**src/rtl/reg_arbiter.sv**
```systemverilog
// Two-requester round-robin arbiter in front of a single-port register file.
// Each transaction is IDLE -> CMD (register strobe) -> RESP (ack to the winner).
module reg_arbiter #(
   parameter int ADDR_W = 10,
   parameter int DATA_W = 32
) (
   input  logic              clk,
   input  logic              rst,
   input  logic              m0_req,
   input  logic              m0_wr,
   input  logic [ADDR_W-1:0] m0_addr,
   input  logic [DATA_W-1:0] m0_wdata,
   output logic              m0_ack,
   output logic              m0_err,
   output logic [DATA_W-1:0] m0_rdata,
   input  logic              m1_req,
   input  logic              m1_wr,
   input  logic [ADDR_W-1:0] m1_addr,
   input  logic [DATA_W-1:0] m1_wdata,
   output logic              m1_ack,
   output logic              m1_err,
   output logic [DATA_W-1:0] m1_rdata,
   output logic              reg_wr_en,
   output logic              reg_rd_en,
   output logic [ADDR_W-1:0] reg_addr,
   output logic [DATA_W-1:0] reg_wdata,
   input  logic [DATA_W-1:0] reg_rdata,
   output logic              busy,
   output logic              gnt_id
);

   typedef enum logic [1:0] {IDLE, CMD, RESP} state_t;

   state_t            state, next_state;
   logic              gnt, last, cmd_wr, winner, aligned;
   logic [ADDR_W-1:0] cmd_addr;
   logic [DATA_W-1:0] cmd_wdata;

   // On a tie the requester not served last wins; otherwise the sole requester.
   assign winner  = (m0_req && m1_req) ? ~last : m1_req;
   assign aligned = (cmd_addr[1:0] == 2'b00);

   always_ff @(posedge clk or posedge rst) begin
      if (rst) state <= IDLE;
      else     state <= next_state;
   end

   // Command is captured once in IDLE so later requester changes cannot leak in.
   always_ff @(posedge clk or posedge rst) begin
      if (rst) begin
         gnt       <= 1'b0;
         last      <= 1'b1;
         cmd_wr    <= 1'b0;
         cmd_addr  <= '0;
         cmd_wdata <= '0;
      end else begin
         if (state == IDLE && (m0_req || m1_req)) begin
            gnt       <= winner;
            cmd_wr    <= winner ? m1_wr    : m0_wr;
            cmd_addr  <= winner ? m1_addr  : m0_addr;
            cmd_wdata <= winner ? m1_wdata : m0_wdata;
         end
         if (state == CMD) last <= gnt;
      end
   end

   always_comb begin
      next_state = state;
      reg_wr_en  = 1'b0;
      reg_rd_en  = 1'b0;
      reg_addr   = '0;
      reg_wdata  = '0;
      m0_ack     = 1'b0;
      m0_err     = 1'b0;
      m0_rdata   = '0;
      m1_ack     = 1'b0;
      m1_err     = 1'b0;
      m1_rdata   = '0;
      busy       = (state != IDLE);
      gnt_id     = 1'b0;
      case (state)
         IDLE: if (m0_req || m1_req) next_state = CMD;
         CMD: begin
            next_state = RESP;
            gnt_id     = gnt;
            if (aligned) begin
               reg_wr_en = cmd_wr;
               reg_rd_en = ~cmd_wr;
               reg_addr  = cmd_addr;
               reg_wdata = cmd_wdata;
            end
         end
         RESP: begin
            next_state = IDLE;
            gnt_id     = gnt;
            if (gnt) begin
               m1_ack   = 1'b1;
               m1_err   = ~aligned;
               m1_rdata = (aligned && !cmd_wr) ? reg_rdata : '0;
            end else begin
               m0_ack   = 1'b1;
               m0_err   = ~aligned;
               m0_rdata = (aligned && !cmd_wr) ? reg_rdata : '0;
            end
         end
         default: next_state = IDLE;
      endcase
   end

endmodule
```
**config.mk**
```make
export PLATFORM = sky130hd
export DESIGN_NAME = reg_arbiter
export DESIGN_NICKNAME = d
export VERILOG_FILES = /design/src/rtl/reg_arbiter.sv
export SDC_FILE = /design/constraint.sdc
export NUM_CORES = 1
export LEC_CHECK = 0
export ABC_AREA = 1
export CORE_ASPECT_RATIO = 1.75
export CORE_UTILIZATION = 39
export CTS_BUF_LIST = sky130_fd_sc_hd__clkbuf_16
export DETAILED_ROUTE_END_ITERATION = 6
export GPL_TIMING_DRIVEN = 0
export PLACE_DENSITY_LB_ADDON = 0.12
export SETUP_SLACK_MARGIN = 0.15
export SLEW_MARGIN = 30
export SYNTH_ARGS = -nofsm -noshare
export SYNTH_HDL_FRONTEND = slang
export SYNTH_SLANG_ARGS = --single-unit
export TNS_END_PERCENT = 5
```
**constraint.sdc**
```tcl
create_clock -name clk -period 3.8 [get_ports clk]
set_input_delay 0.76 -clock clk [delete_from_list [all_inputs] [get_ports clk]]
set_output_delay 0.76 -clock clk [all_outputs]
set_load 0.1 [all_outputs]
```
==> results of run 1 <==
logic make-up (layout without fill, tap and decap cells):
family / count (synthesis) / count (layout) / synth area share (%)
and+or+nand+nor: 370 / 370 / 43.4
buffers and inverters: 171 / 411 / 20.7
adders and majority gates: 4 / 4 / 1.42
AOI/OAI and AO/OA: 5 / 5 / 1.03
other: 1 / 2 / 0.106
DFF: 47 / 47 / 33.4
final timing paths:
| path | to | slack, ps | cells after the start |
|---|---|---|---|
| hold / removal | cmd_wdata[25] | 480 | 2 |
| setup reg to reg | cmd_addr[5] | 2250 | 7 |
| min in group asynchronous | cmd_wdata[0] | 880 | 2 |
| hold reg to reg | cmd_wdata[25] | 480 | 2 |
| setup / recovery | m1_rdata[27] | 240 | 6 |
| max in group asynchronous | cmd_wdata[14] | 2510 | 2 |
timing repair:
action | 4_1_cts | 5_1_grt
buffers inserted | 0 | 0
hold buffers | 0 | 0
gates resized for setup | 0 | 1
setup endpoints to repair | 0 | 25
sequential cells by signal, indices dropped and copies added, names as in the netlist:
signal and cells:
cmd_addr 10, cmd_wr 1, state 2, gnt 1, last 1, cmd_wdata 32
power by group through the flow:
stage	clock (uW)	combinational [uW]	sequential (uW)
final	504	2780	918
after global routing	532	2990	947
after CTS	511	2800	917
after detailed placement	0	2790	917
after global placement	0	2750	906
after floorplan	0	2110	880
per-layer routing:
metal,wire length [um],vias up
li1,-,2198
met1,4310,1986
met2,6590,205
met3,902,19
met4,283,0
met5,0,-
Yosys cell counts:
master	instances	area share [%]
nor2_1	110	12
o21ai_0	3	0.43
ha_1	4	1.4
conb_1	1	0.11
nor2_4	1	0.32
nand2_2	1	0.18
inv_1	134	14
nand2_4	1	0.32
o21ai_4	1	0.46
clkbuf_1	7	0.75
dfstp_2	1	0.75
buf_2	15	2.1
nor3_4	1	0.46
nand2_1	169	18
nand3_1	86	12
dfrtp_1	46	33
buf_6	4	1.3
a21oi_1	1	0.14
nor2_2	1	0.18
inv_2	1	0.11
buf_4	10	2.1
area by class of cell:
type                       instances  area share (%)
multi-input combinational        381            26.3
tap                              117            2.37
clock inverter                     3           0.690
clock buffer                       5            2.03
timing repair buffer             232            37.6
buffer                            36            3.59
sequential                        47            19.1
inverter                         135            8.26
worst min-delay path: stages (launching register included):
cell,delay (ps)
dfrtp_1,340
nand2_1,50
nand2_1,50
stage by stage:
step | instance area [um^2] | utilization [%] | total power [uW] | worst slack [ps]
2_1_floorplan | 3530 | - | 2990 | 791
3_3_place_gp | 6000 | 68.7 | 3650 | 471
3_5_place_dp | 5990 | 68.7 | 3710 | 456
4_1_cts | 6160 | 70.6 | 4230 | 223
5_1_grt | 6160 | 70.6 | 4470 | 85.4
6_report | 6160 | 70.6 | 4200 | 241
==> impl_results.md, run 1 <==
- Congestion Overflow GR: 0
- Logic pwr share: 66.2%
- Worst path cell trace: inv_1 -> ha_1 -> nand2_1 -> clkbuf_1 -> nor2_1 -> clkdlybuf4s50_1
- Cell area after synthesis: 3520 um^2
- Crit. End Element: primary output
- Sequential cell area: 1180 um^2
- Buf/Inv on CP: 3
- Max incr delay on CP: 1170 ps
- Switching Share: 56.3%
- Residual DRC: 0
- M1 GR Usage: 24.6%
- Worst Hold Class: reg -> reg
- Multi-input gate area: 1620 um^2
- CTS tree: yes
- CP arrival: 2800 ps
- Worst Setup Path Type: reg -> out
- Outcome: completed
- I/O pin count: 236
- Critical Path Fanout Max: 10
- NetSw: 2360 uW
- CTS sink cnt: 47
- Antenna Cells: 0
- Share of cells above drive strength 1: 5.48%
- Critical path origin: state[0]
- Clock slew at reported path FFs: 60 ps
- Pleak: 0.00313 uW
- HP Start: cmd_wdata[25]
- Root buffer cell: clkbuf_16
- # rows: 45
- RSZ-0062 raised after global routing: yes
- DR iter-0 viols: 149
- Final Setup Violations: 0
- Synth cell types: 21
- Slew Limit Fails: 0
- Sequential share of power: 21.8%
- Nets: 964
- Most frequent cells in the layout: clkdlybuf4s50_1 (230), nand2_1 (169), inv_1 (133)
- CP top delay family: buffers and inverters
- Via Count: 4408
- Slew HR: 31.2%
- Vias in the first global route: 4202
- Clock Skew: 3.77 ps
- Routed len/inst: 12.6 um
- Worst r2r src: state[0]
- Later-pin clock latency in the skew report: 290 ps
- Final Non-Filler Cells: 956
- Cells after Synth: 598
- PortBufs: 232
- Setup TNS: 0 ps
- CP required: 3040 ps
- Post-DP HPWL: 9.63 mm
- Largest net degree at the start of global routing: 48
- Max-cap violations: 0
- ANT nets after route: 0
- Initial antenna violation count: 0
- Final period util: 93.7%
- Final Hold Viols: 0
- CTS H-tree lvls: 2
- Cts bufs inserted: 5
- Clock buffer depth: 2
- Peak supply drop: 0.419 mV
- Hold WS: 478 ps
- Clock Power Share: 12.0%
- DIE AREA: 9440 um^2
- Ys Warns: 0
- DIE WIDTH: 73.9 um
- # placed instances: 948
- Seq/Total Area, Yosys: 33.4%
- Post-synthesis register bit count: 47
- P per Cell Area: 682 nW/um^2
- Die Ht: 128 um
- Total global-route track usage: 25.6%
- Syn-to-layout area delta: 74.9%
- Initial core utilization: 40.4%
- Most common cell after layout, fill and taps aside: clkdlybuf4s50_1
- Worst Max-Slew Pin Slew: 1030 ps
- Initial DRT Pass Iterations: 4
- Met3 Use GR: 5.19%
- Detailed Route WL: 12.1 mm
- Crit path launch type: flop
- DR vias/cell: 4.61
- Grt peak-use layer: met2
- Achievable Freq: 281 MHz
- Slowest cell on crit path: clkdlybuf4s50_1
- Met2 usage: 50.5%
- Routability Congestion: 0.838
- Core Region: 8730 um^2
- Tmin final: 3560 ps
- First-pass GRT wire length: 18.8 mm
- Mean Syn Cell Area: 5.89 um^2
- Filler Cell Count: 730
- Pint: 1840 uW
(Power assumes the default switching activity.)
==> run 2: changes to the inputs <==
--- a/config.mk
+++ b/config.mk
@@ -7,7 +7,7 @@
 export LEC_CHECK = 0
 export ABC_AREA = 1
 export CORE_ASPECT_RATIO = 1.75
-export CORE_UTILIZATION = 39
+export CORE_UTILIZATION = 37
 export CTS_BUF_LIST = sky130_fd_sc_hd__clkbuf_16
 export DETAILED_ROUTE_END_ITERATION = 6
 export GPL_TIMING_DRIVEN = 0
@@ -17,4 +17,3 @@
 export SYNTH_ARGS = -nofsm -noshare
 export SYNTH_HDL_FRONTEND = slang
 export SYNTH_SLANG_ARGS = --single-unit
-export TNS_END_PERCENT = 5
==> constraint.sdc (replaced) <==
create_clock -name clk -period 3.6 [get_ports clk]
set_input_delay 0.72 -clock clk [delete_from_list [all_inputs] [get_ports clk]]
set_output_delay 0.72 -clock clk [all_outputs]
set_load 0.1 [all_outputs]
==> run 2 against run 1 <==
Net effect: die area grew 5.3%; hold slack gained 1.0 ps; via count shrank 0.45%; setup slack gained 78 ps; core utilization shrank 2.6 points; final cell count grew 0.31%; count of clock-buffer cells in the layout is the same; sequential power grew 4.4%; critical path depth is the same; power grew 2.7%; critical path type unchanged; critical endpoint is now m1_rdata[19]; largest power group unchanged.
==> impl_results.md, run 2 (synthesis gave the netlist of run 1 again) <==
- DIE WIDTH: 75.8 um (was 73.9 um)
- Clock Skew: 6.28 ps (was 3.77 ps)
- Initial DRT Pass Iterations: 4 (unchanged)
- Met2 wire len: 6.80 mm (was 6.59 mm)
- Final Hold Viols: 0 (unchanged)
- Post-DP HPWL: 9.76 mm (was 9.63 mm)
- # rows: 46 (was 45)
- P per Cell Area: 693 nW/um^2 (was 682 nW/um^2)
- Final Setup Violations: 0 (unchanged)
- Congestion Overflow GR: 0 (unchanged)
- Initial core utilization: 38.5% (was 40.4%)
- Peak supply drop: 0.416 mV (was 0.419 mV)
- Register name with the most flops: cmd_wdata (unchanged)
- DIE AREA: 9940 um^2 (was 9440 um^2)
- Routability Congestion: 0.816 (was 0.838)
- Antenna Cells: 0 (unchanged)
- Worst r2r src: state[1] (was state[0])
- Later-pin clock latency in the skew report: 290 ps (about the same)
- Final Non-Filler Cells: 959 (was 956)
- CTS tree: yes (unchanged)
- Max reg flops: 32 (unchanged)
- Clock slew at reported path FFs: 70 ps (was 60 ps)
- # placed instances: 951 (was 948)
- Final period util: 91.2%
- Via Count: 4388 (was 4408)
- First-pass GRT wire length: 19.0 mm (was 18.8 mm)
- Achievable Freq: 305 MHz
- Worst Reg-to-Reg Cells: 7 (unchanged)
- M1 wire length: 4.46 mm (was 4.31 mm)
- Nets: 964 (unchanged)
- Cts bufs inserted: 5 (unchanged)
- Worst Hold Class: reg -> reg (unchanged)
- Hold WS: 479 ps (was 478 ps)
- Most common cell after layout, fill and taps aside: nand2_1 (was clkdlybuf4s50_1)
- ANT nets after route: 0 (unchanged)
- Max-cap violations: 0 (unchanged)
- Critical path origin: state[0] (unchanged)
- Total global-route track usage: 24.7% (was 25.6%)
- CP arrival: 2560 ps (was 2800 ps)
- Vias in the first global route: 4145 (was 4202)
- Routed len/inst: 13.1 um (was 12.6 um)
- Residual DRC: 0 (unchanged)
- Reg2Reg Setup Slack: 2040 ps (was 2250 ps)
- DR vias/cell: 4.58 (was 4.61)
- Biggest regs: cmd_wdata (32), cmd_addr (10), state (2) (unchanged)
- Design Area, Final: 6230 um^2 (was 6160 um^2)
- Share of cells above drive strength 1: 5.36% (was 5.48%)
- Worst Setup EP: m1_rdata[19] (was m1_rdata[27])
- CTS sink cnt: 47 (unchanged)
- Tmin final: 3280 ps
- Sequential cell area: 1180 um^2 (unchanged)
- CTS H-tree lvls: 2 (unchanged)
- Most frequent cells in the layout: nand2_1 (169), inv_1 (134), clkdlybuf4s50_1 (133) (was clkdlybuf4s50_1 (230), nand2_1 (169), inv_1 (133))
- PortBufs: 232 (unchanged)
- Met3 wire len: 923 um (was 902 um)
- DR iter-0 viols: 143 (was 149)
- Detailed Route WL: 12.6 mm (was 12.1 mm)
- Placed instance area: 6000 um^2 (was 5990 um^2)
- Setup TNS: 0 ps (unchanged)
- Clock buffer depth: 2 (unchanged)
- Multi-input gate area: 1620 um^2 (unchanged)
- Slew Limit Fails: 0 (unchanged)
- RSZ-0062 raised after global routing: no (was yes)
- Worst Max-Slew Pin Slew: 1030 ps (about the same)
- I/O pin count: 236 (unchanged)
- Syn-to-layout area delta: 76.7% (was 74.9%)
- Initial antenna violation count: 0 (unchanged)
- Root buffer cell: clkbuf_16 (unchanged)
- Worst R2R End: cmd_wdata[16] (was cmd_addr[5])
- Pleak: 0.00432 uW (was 0.00313 uW)
- Critical Path Fanout Max: 10 (unchanged)
- Slew HR: 31.4% (was 31.2%)
- Largest net degree at the start of global routing: 48 (unchanged)
- Crit. End Element: primary output (unchanged)
- Filler Cell Count: 830 (was 730)
- Die Ht: 131 um (was 128 um)
- Worst Setup Path Type: reg -> out (unchanged)
- Core Region: 9150 um^2 (was 8730 um^2)
- Outcome: completed (unchanged)
- Crit path launch type: flop (unchanged)
- CP required: 2880 ps (was 3040 ps)
- Uppermost layer routed: met4 (unchanged)
==> run 2: metal layers <==
metal,track usage (%),vias up
met5,0,-
met4,9.57,0
met3,5.06,29
met2,46.2,196
met1,25.2,1960
li1,-,2203
==> run 2: worst min-delay path by stage <==
stage,start,end,slack (ps),depth (start not counted)
global placement,cmd_wdata[25],cmd_wdata[25],460,2
floorplan,cmd_addr[2],cmd_addr[2],450,2
detailed placement,cmd_addr[3],cmd_addr[3],470,2
CTS,cmd_wdata[17],cmd_wdata[17],480,2
finish,cmd_wdata[14],cmd_wdata[14],480,2
global route,cmd_addr[7],cmd_addr[7],490,2
==> run 2: through the flow <==
| step | utilization, % | setup WS [ps] | power, uW |
|---|---|---|---|
| global placement | 65.6 | 318 | 3860 |
| floorplan | - | 631 | 3160 |
| global route | 68.0 | 152 | 4610 |
| finish | 68.0 | 319 | 4320 |
| detailed placement | 65.6 | 286 | 3910 |
| CTS | 66.6 | 153 | 4350 |
==> run 2: worst max-delay path: stages, from the launching register on <==
cell and delay, ps:
dfrtp_1 380, inv_1 130, ha_1 180, nand2_1 200, clkbuf_1 300, nor2_1 220
dlygate4sd2_1 870
==> run 2: power breakdown <==
group          total, uW  switching [uW]  leakage (uW)  internal (uW)
logic               2900            2130       0.00368            773
clock network        455             201     0.0000726            254
registers            958             155      0.000569            804
total               4320            2490       0.00432           1830
==> run 2: final cells by class <==
type / instances / area share [%]
buffer: 36 / 3.56
clock buffer: 5 / 2.01
clock inverter: 3 / 0.261
inverter: 135 / 8.18
multi-input combinational: 381 / 26.1
sequential: 47 / 18.9
tap: 120 / 2.41
timing repair buffer: 232 / 38.6
==> run 2: what timing repair did <==
action,4_1_cts,5_1_grt
resized for setup,43,58
pin swaps,0,0
endpoints found under the setup margin,43,57
hold buffers,0,0
buffers inserted,0,0
==> run 3: changes to the inputs <==
--- a/config.mk
+++ b/config.mk
@@ -13,7 +13,7 @@
 export GPL_TIMING_DRIVEN = 0
 export PLACE_DENSITY_LB_ADDON = 0.12
 export SETUP_SLACK_MARGIN = 0.15
-export SLEW_MARGIN = 30
+export SLEW_MARGIN = 0
 export SYNTH_ARGS = -nofsm -noshare
 export SYNTH_HDL_FRONTEND = slang
 export SYNTH_SLANG_ARGS = --single-unit
==> constraint.sdc (replaced) <==
create_clock -name clk -period 3.4 [get_ports clk]
set_input_delay 0.68 -clock clk [delete_from_list [all_inputs] [get_ports clk]]
set_output_delay 0.68 -clock clk [all_outputs]
set_load 0.1 [all_outputs]
==> run 3 against run 2 <==
Net effect: final cell count rose by 0.10%; sequential power rose by 6%; global-route usage fell by 0.23 points; power rose by 4.2%; register-to-register slack got worse by 150 ps; hold slack got worse by 2.6 ps; critical path depth fell by 2; count of clock-buffer cells in the layout did not move; routed wire length fell by 2.3%; largest cell class unchanged; flip-flop and latch count did not move.
==> impl_results.md, run 3 (synthesis gave the netlist of run 1 again) <==
- Root buffer cell: clkbuf_16 (unchanged)
- First-pass GRT wire length: 18.8 mm (was 19.0 mm)
- Final period util: 92.4%
- Die Ht: 131 um (unchanged)
- Pleak: 0.00350 uW (was 0.00432 uW)
- Most frequent cells in the layout: nand2_1 (169), inv_1 (134), clkdlybuf4s50_1 (125) (was nand2_1 (169), inv_1 (134), clkdlybuf4s50_1 (133))
- RSZ-0062 raised after global routing: no (unchanged)
- PortBufs: 232 (unchanged)
- Final Non-Filler Cells: 960 (was 959)
- Total global-route track usage: 24.5% (was 24.7%)
- Clock Skew: 5.55 ps (was 6.28 ps)
- Nets: 965 (was 964)
- Critical Path Fanout Max: 2 (was 10)
- Design Area, Final: 5950 um^2 (was 6230 um^2)
- Core Region: 9150 um^2 (unchanged)
- Max reg flops: 32 (unchanged)
- Routed len/inst: 12.8 um (was 13.1 um)
- Achievable Freq: 318 MHz
- Largest net degree at the start of global routing: 43 (was 48)
- Later-pin clock latency in the skew report: 290 ps (about the same)
- Placed instance area: 6020 um^2 (was 6000 um^2)
- Worst r2r src: state[1] (unchanged)
- Worst Hold Class: reg -> reg (unchanged)
- # rows: 46 (unchanged)
- Worst Hold Path EP: cmd_addr[8] (was cmd_wdata[14])
- Worst R2R End: cmd_addr[0] (was cmd_wdata[16])
- DR vias/cell: 4.57 (was 4.58)
- # placed instances: 952 (was 951)
- Post-DP HPWL: 9.79 mm (was 9.76 mm)
- Worst Reg-to-Reg Cells: 7 (unchanged)
- Final Hold Viols: 0 (unchanged)
- Max-cap violations: 0 (unchanged)
- Congestion Overflow GR: 0 (unchanged)
- Via Count: 4385 (was 4388)
- P per Cell Area: 756 nW/um^2 (was 693 nW/um^2)
- Pre-CTS WS: 150 ps (was 286 ps)
- Initial antenna violation count: 0 (unchanged)
- Syn-to-layout area delta: 68.9% (was 76.7%)
- Number of setup buffers added after CTS: 0 (unchanged)
- Routability Congestion: 0.816 (unchanged)
- CP required: 2720 ps (was 2880 ps)
- DIE AREA: 9940 um^2 (unchanged)
- Filler Cell Count: 907 (was 830)
- Crit path launch type: input port (was flop)
- Clock buffer depth: 2 (unchanged)
- Cts bufs inserted: 5 (unchanged)
- Hold Path Cell Cnt: 2 (unchanged)
- Slew HR: 31.2% (was 31.4%)
- I/O pin count: 236 (unchanged)
- Detailed Route WL: 12.3 mm (was 12.6 mm)
- CTS H-tree lvls: 2 (unchanged)
- Initial DRT Pass Iterations: 4 (unchanged)
- Tmin final: 3140 ps
- Final critical-path setup slack: 257 ps (was 319 ps)
- DR iter-0 viols: 144 (was 143)
- Initial core utilization: 38.5% (unchanged)
- Most common cell after layout, fill and taps aside: nand2_1 (unchanged)
- Vias in the first global route: 4139 (was 4145)
- Residual DRC: 0 (unchanged)
- Reg2Reg Setup Slack: 1890 ps (was 2040 ps)
- CTS sink cnt: 47 (unchanged)
- Clock slew at reported path FFs: 60 ps (was 70 ps)
- DIE WIDTH: 75.8 um (unchanged)
- Final Setup Violations: 0 (unchanged)
- Worst Max-Slew Pin Slew: 1030 ps (about the same)
- Register name with the most flops: cmd_wdata (unchanged)
- Outcome: completed (unchanged)
- Share of cells above drive strength 1: 9.64% (was 5.36%)
- Worst Setup Path Type: in -> out (was reg -> out)
- Setup TNS: 0 ps (unchanged)
- Antenna Cells: 0 (unchanged)
- CP arrival: 2460 ps (was 2560 ps)
- Peak supply drop: 0.408 mV (was 0.416 mV)
- CTS tree: yes (unchanged)
- ANT nets after route: 0 (unchanged)
- Slew Limit Fails: 0 (unchanged)
- HP Start: cmd_addr[8] (was cmd_wdata[14])
- Crit. End Element: primary output (unchanged)
- Biggest regs: cmd_wdata (32), cmd_addr (10), state (2) (unchanged)
[run 3: cell count changes in the layout (fill, tap and decap cells not counted), moves of 8 or more]
| cell | previous run | this run |
|---|---|---|
| clkdlybuf4s50_1 | 133 | 125 |
| dlymetal6s2s_1 | 56 | 7 |
| clkbuf_2 | 1 | 35 |
| clkdlybuf4s15_1 | 0 | 23 |
[run 3: what timing repair did]
action / in CTS / in global routing
setup endpoints to repair: 100 / 65
hold buffers: 0 / 0
hold endpoints to repair: 0 / 0
gates resized for setup: 100 / 100
[run 3: worst max path at each step]
stage	startpoint	end	slack (ps)	cells past startpoint
CTS	state[0]	m1_rdata[20]	130	6
detailed placement	state[0]	m1_rdata[20]	150	6
floorplan	state[0]	m1_rdata[10]	470	5
global route	state[0]	m1_rdata[7]	150	6
global placement	reg_rdata[20]	m1_rdata[20]	200	4
finish	reg_rdata[31]	m0_rdata[31]	260	4
[run 3: worst max-delay path, stage by stage]
cell             delay, ps
clkdlybuf4s50_1        450
nand2_1                 60
nor2_1                  90
clkdlybuf4s50_1       1170
[run 3: area by class of cell]
class / instances / area (um^2) / share of cell area, %
inverters: 135 / 507 / 8.51
multi-input cells: 381 / 1620 / 27.3
flip-flops and latches: 47 / 1180 / 19.8
plain buffers: 36 / 221 / 3.72
clock inverters: 3 / 16.3 / 0.273
well taps: 120 / 150 / 2.52
clock buffers: 5 / 125 / 2.10
repair buffers: 233 / 2130 / 35.8
[run 3: stage by stage]
step	utilization (%)	hold WS (ps)	power, uW
global route	65.0	490	4810
detailed placement	65.8	465	4150
global placement	65.6	462	4090
floorplan	-	449	3340
finish	65.0	477	4500
CTS	66.0	483	4540
[run 3: where the power goes]
group / total, uW / internal, uW / switching [uW] / leakage [uW]
clock network: 481 / 269 / 212 / 0.0000710
logic: 3000 / 756 / 2250 / 0.00286
registers: 1020 / 851 / 165 / 0.000569
total: 4500 / 1880 / 2620 / 0.00350
[run 3: per-layer routing]
metal	global-route usage [%]	vias up	wire, um
met4	8.44	0	314
met3	4.45	25	861
li1	-	2206	-
met1	24.7	1970	4460
met5	0	-	0
met2	46.9	184	6650
